==> src/rtl/pal_macrocell_core.sv <==
// pal_macrocell_core
// ------------------
// Programmable PAL fabric: a shared AND plane of P product terms, an OR plane
// per output, and one macrocell per output that selects a combinational or
// registered result with programmable polarity. Macrocell register outputs
// (Q) feed back into the AND plane as literals. Only Q is fed back, never the
// combinational sum, so a programmed configuration cannot form a
// combinational loop.
//
// Configuration is shifted serially into a shadow chain and then committed
// in one step to the active configuration. The running fabric is driven only
// by the active copy, so it keeps operating while a new load is in progress.
//
// Active configuration layout (K = 2*(N+M) literals per term):
//   AND plane : bit p*K + k
//               k = 2i / 2i+1        -> INPUT_VARS[i] true / complement
//               k = 2(N+j) / +1      -> Q[j] true / complement
//   OR plane  : bit P*K + m*P + p
//   Macrocell : bit P*K + P*M + 2m   -> REG (1 = registered output)
//               bit P*K + P*M + 2m+1 -> INV (invert the sum)
//
// Ports:
//   CLK, RES_N   clock, asynchronous active-low reset
//   CFG_IN       serial configuration data
//   CFG_SHIFT    shift CFG_IN into the shadow chain this cycle
//   CFG_APPLY    commit shadow to active (needs exactly L bits, no error)
//   CFG_CLR      clear bit counter and CFG_ERR; wins over shift and apply
//   CFG_OUT      shadow[0], for readback or daisy-chaining
//   CFG_READY    bit counter equals L
//   CFG_ERR      sticky protocol error (overflow, bad apply, shift+apply)
//   CFG_ACTIVE   a configuration has been committed since reset
//   INPUT_VARS   N logic inputs
//   OUTPUT_VALS  M logic outputs
module pal_macrocell_core #(
    parameter int N = 8,
    parameter int M = 4,
    parameter int P = 16
) (
    input  logic         CLK,
    input  logic         RES_N,
    input  logic         CFG_IN,
    input  logic         CFG_SHIFT,
    input  logic         CFG_APPLY,
    input  logic         CFG_CLR,
    output logic         CFG_OUT,
    output logic         CFG_READY,
    output logic         CFG_ERR,
    output logic         CFG_ACTIVE,
    input  logic [N-1:0] INPUT_VARS,
    output logic [M-1:0] OUTPUT_VALS
);

    localparam int K       = 2 * (N + M);
    localparam int L       = P * K + P * M + 2 * M;
    localparam int CW      = $clog2(L + 1);
    localparam int OR_BASE = P * K;
    localparam int MC_BASE = P * K + P * M;
    localparam logic [CW-1:0] L_CNT = CW'(L);

    logic [L-1:0]  shadow_q, shadow_d;
    logic [L-1:0]  active_q, active_d;
    logic [CW-1:0] cnt_q, cnt_d;
    logic          err_q, err_d;
    logic          act_q, act_d;
    logic [M-1:0]  q_q, q_d;

    logic [K-1:0]  lits;
    logic [P-1:0]  term;
    logic [M-1:0]  sum;
    logic [M-1:0]  reg_sel;

    // ------------------------------------------------------------------
    // Fabric evaluation from the active configuration
    // ------------------------------------------------------------------
    always_comb begin
        lits = '0;
        for (int i = 0; i < N; i++) begin
            lits[2*i]   = INPUT_VARS[i];
            lits[2*i+1] = ~INPUT_VARS[i];
        end
        for (int j = 0; j < M; j++) begin
            lits[2*(N+j)]   = q_q[j];
            lits[2*(N+j)+1] = ~q_q[j];
        end
    end

    // A term with no literal selected would otherwise AND to 1; it is
    // forced to 0 so unprogrammed terms never contribute to a sum.
    always_comb begin
        term = '0;
        for (int p = 0; p < P; p++) begin
            term[p] = (|active_q[p*K +: K]) & (&(lits | ~active_q[p*K +: K]));
        end
    end

    always_comb begin
        sum     = '0;
        reg_sel = '0;
        for (int m = 0; m < M; m++) begin
            sum[m]     = (|(term & active_q[OR_BASE + m*P +: P]))
                         ^ active_q[MC_BASE + 2*m + 1];
            reg_sel[m] = active_q[MC_BASE + 2*m];
        end
    end

    assign OUTPUT_VALS = (reg_sel & q_q) | (~reg_sel & sum);

    // ------------------------------------------------------------------
    // Configuration loader and macrocell registers
    // ------------------------------------------------------------------
    always_comb begin
        shadow_d = shadow_q;
        active_d = active_q;
        cnt_d    = cnt_q;
        err_d    = err_q;
        act_d    = act_q;
        q_d      = sum;

        if (CFG_CLR) begin
            cnt_d = '0;
            err_d = 1'b0;
        end else if (CFG_SHIFT && CFG_APPLY) begin
            err_d = 1'b1;
        end else if (CFG_SHIFT) begin
            // Shifting continues past L so the chain can still be used for
            // readback; the overflow is only flagged.
            shadow_d = {CFG_IN, shadow_q[L-1:1]};
            if (cnt_q == L_CNT) begin
                err_d = 1'b1;
            end else begin
                cnt_d = cnt_q + CW'(1);
            end
        end else if (CFG_APPLY) begin
            if ((cnt_q == L_CNT) && !err_q) begin
                active_d = shadow_q;
                cnt_d    = '0;
                act_d    = 1'b1;
                // Macrocells start the new configuration from a known state.
                q_d      = '0;
            end else begin
                err_d = 1'b1;
            end
        end
    end

    always_ff @(posedge CLK or negedge RES_N) begin
        if (!RES_N) begin
            shadow_q <= '0;
            active_q <= '0;
            cnt_q    <= '0;
            err_q    <= 1'b0;
            act_q    <= 1'b0;
            q_q      <= '0;
        end else begin
            shadow_q <= shadow_d;
            active_q <= active_d;
            cnt_q    <= cnt_d;
            err_q    <= err_d;
            act_q    <= act_d;
            q_q      <= q_d;
        end
    end

    assign CFG_OUT    = shadow_q[0];
    assign CFG_READY  = (cnt_q == L_CNT);
    assign CFG_ERR    = err_q;
    assign CFG_ACTIVE = act_q;

endmodule

==> config.mk <==
export PLATFORM = sky130hd
export DESIGN_NAME = pal_macrocell_core
export DESIGN_NICKNAME = d
export VERILOG_FILES = /design/src/rtl/pal_macrocell_core.sv
export SDC_FILE = /design/constraint.sdc
export NUM_CORES = 2
export LEC_CHECK = 0
export CAP_MARGIN = 25
export CORE_MARGIN = 5
export CORE_UTILIZATION = 55
export DETAILED_ROUTE_END_ITERATION = 6
export GPL_ROUTABILITY_DRIVEN = 0
export PLACE_DENSITY_LB_ADDON = 0.05
export REMOVE_ABC_BUFFERS = 1
export SLEW_MARGIN = 0
export SYNTH_ARGS = -nofsm -noshare
export SYNTH_HDL_FRONTEND = slang
export SYNTH_SLANG_ARGS = --single-unit
==> constraint.sdc <==
create_clock -name CLK -period 4.7 [get_ports CLK]
set_input_delay 0.705 -clock CLK [delete_from_list [all_inputs] [get_ports CLK]]
set_output_delay 0.705 -clock CLK [all_outputs]
set_load 0.03 [all_outputs]
==> qor.csv <==
metric;value;unit
status;complete, no violations;
hold_violations;0;
synth_top_area_frac;0.598;
antenna_found_initial;0;
synth_simple_gate_area_frac;0.171;
cts_tree;yes;
synthAdderAreaFrac;0.000645;
synthesis.area;38800;µm²
synth-compound-area-share;0.0162;
vdd_ir_drop_max;267;µV
setup_viol;0;
grt_pass1_vias;25200;
antennaDiodeCount;0;
core_area;70000;µm²
fp.dieArea;76000;µm²
cts.htree.levels;3;
hpwl;57000;µm
cts_root_buffer;clkbuf_16;
cp_top_family;simple AND/OR/NAND/NOR gates;
p_comb_frac;0.026;
max_cap_violations;0;
drtIter0Drc;1900;
post-route-period-util;0.987;
crit_start;active_q[282];
synth_top_area_cell;dfrtp_1;
clk_latency;0.65;ns
drc;0;
die_w;276;µm
grt_overflow_total;0;
ys_ff_latch;927;
async_flop_share;1.00;
vias;25200;
power_frac_seq;0.497;
start_util;0.554;
num-nets-final;3502;
cp.buffers_inverters;1;
synthToLayoutAreaGrowth;10.8;%
synth-edff-count;0;
cts_buffers;97;
yosysWarnings;0;
p_switching;3.41;mW
worstSetupStartpointType;flip-flop;
powerDensity;377;nW/µm²
switching_share;0.211;
synthMuxAreaShare;0.182;
critical_path_class;reg -> out;
syn_avg_cell_area;11.1;µm²
final.fill_count;5752;
track_usage;0.239;
synth_cells;3491;
power_frac_clock;0.477;
tns;0;ns
rows;97;
total_power;16.2;mW
first_pass_iters;5;
crit_slowest_cell;nor4_1;
ff2ff_setup_slack;1.54;ns
power.internal;12.8;mW
yosysSeqAreaShare;0.598;
maxSlewHeadroom;0.308;
layout-drive-gt1-share;0.196;
io-pin-count;22;
cts_sinks;927;
synth_flop_cell;dfrtp_1;
cts_hold_buffers;0;
hp-class;in -> async;
required;3.99;ns
routed_via_density;5.61;
reg2reg_depth;7;
crit_top_cell;nor4_1;
synth-xor-area-share;0.00135;
clkTransAtPathRegs;0.06;ns
tightest_slew;1.04;ns
timing.rr.end;active_q[455];
whs;0.0861;ns
p_leak;23.0;nW
rsz0062_at_grt;false;
grt_pass1_wl;145000;µm
worstPathCellList;nor4_1, nand4_1, o21ai_0, o22ai_1, nor4_1, a21boi_0, o31ai_2, buf_12;
die_y;276;µm
postPlaceCellArea;39700;µm²
final_area;43000;µm²
drv_slew;0;
skew;0.0195;ns
avgRoutedWirePerCell;19.7;µm
antenna_left;0;
grt_max_degree;188;
post-cts-setup-buffer-count;0;
period_minus_slack;4.64;ns
cts_buffer_depth;3;
rr_startpoint;cnt_q[4];
endpoint_kind;output pin;
port_buffers;21;
worstPathArrival;3.93;ns
max_freq;216;MHz
synth_top_family_by_area;multiplexers;
wl;88700;µm
worstPathMaxFanout;4;
synth_area_leaders;dfrtp_1 (60%), nand2_1 (13%), mux2_2 (13%);
synth_cell_types;42;
slowest_delay;0.60;ns
per-stage QoR:
stage,cells,util,setup slack (ns)
after detailed placement,4327,0.567,0.387
after floorplan,3313,-,-17.24
final,4501,0.614,0.0628
after global routing,4501,0.614,0.0144
after CTS,4501,0.614,0.0202
after global placement,4327,0.567,0.439
flip-flops by register name (all words and copies together), names as in the netlist:
name and flops:
CFG_ACTIVE 1, CFG_ERR 1, active_q 456, cnt_q 9, q_q 4, shadow_q 456
repair_timing:
| action | 4_1_cts | 5_1_grt |
|---|---|---|
| gates resized for setup | 1 | 0 |
| hold endpoints to repair | 0 | 0 |
| setup endpoints to repair | 1 | 0 |
logic make-up (layout without fill, tap and decap cells):
family	Yosys count	count (layout)
AOI/OAI and AO/OA	109	109
xor gates and xnor gates	6	6
and+or+nand+nor	1617	1617
adders and majority gates	2	2
buffers and inverters	182	252
DFF	927	927
muxes	648	648
cell usage in the layout, fill, tap and decap left out, types with 12 or more instances in the layout:
cell type,n
dfrtp_1,927
mux2_2,456
o22ai_1,32
mux2i_1,192
nor2_1,12
clkbuf_16,101
buf_12,27
nor4_1,100
nand2_1,1392
nand4_1,66
o21ai_0,60
clkinv_2,22
clkbuf_1,17
clkbuf_8,25
buf_4,30
cells in the mapped netlist, drive strengths merged, types with 5 or more instances:
library cell,count
clkbuf,53
nor2,13
or3,17
nand4,66
nor4,102
nand2,1392
dfrtp,927
nor3,7
mux2,456
o22ai,32
buf,125
mux2i,192
xor2,5
o21ai,65
per-layer routing:
metal  vias up  global-route usage  part of all wire
li1      11700                   -                 -
met1     12800               0.371              0.48
met2       580               0.362              0.45
met3       128              0.0333             0.047
met4         0              0.0551             0.021
met5         -                   0                 0
power by group through the flow:
stage	sequential [mW]	clock, mW	combinational [mW]
CTS	8.05	7.89	0.432
global placement	8.19	0	0.420
detailed placement	8.19	0	0.431
finish	8.05	7.72	0.418
floorplan	8.18	0	0.230
global route	8.05	8.25	0.465
worst register-to-register path, stage by stage (launching register included):
cell and delay [ns]:
dfrtp_1 0.40, and4bb_1 0.28, nand4b_1 0.18, nor4b_2 0.55, nor2b_4 0.66, buf_4 0.70
nand2_1 0.21, nand2_1 0.11
worst max-delay path by stage:
stage | to | cells after the start
global route | OUTPUT_VALS[0] | 8
finish | OUTPUT_VALS[0] | 8
global placement | OUTPUT_VALS[2] | 9
detailed placement | OUTPUT_VALS[2] | 9
CTS | OUTPUT_VALS[0] | 9
floorplan | shadow_q[0] | 3
cell type report:
class / instances / area [µm²] / share of cell area
multi-input combinational: 2382 / 14400 / 0.336
clock inverter: 31 / 315 / 0.00734
sequential: 927 / 23200 / 0.540
inverter: 4 / 15.0 / 0.000349
timing repair buffer: 74 / 901 / 0.0210
clock buffer: 143 / 2940 / 0.0683
tap: 940 / 1180 / 0.0274
Note: power is estimated with default switching activity, not from simulation.
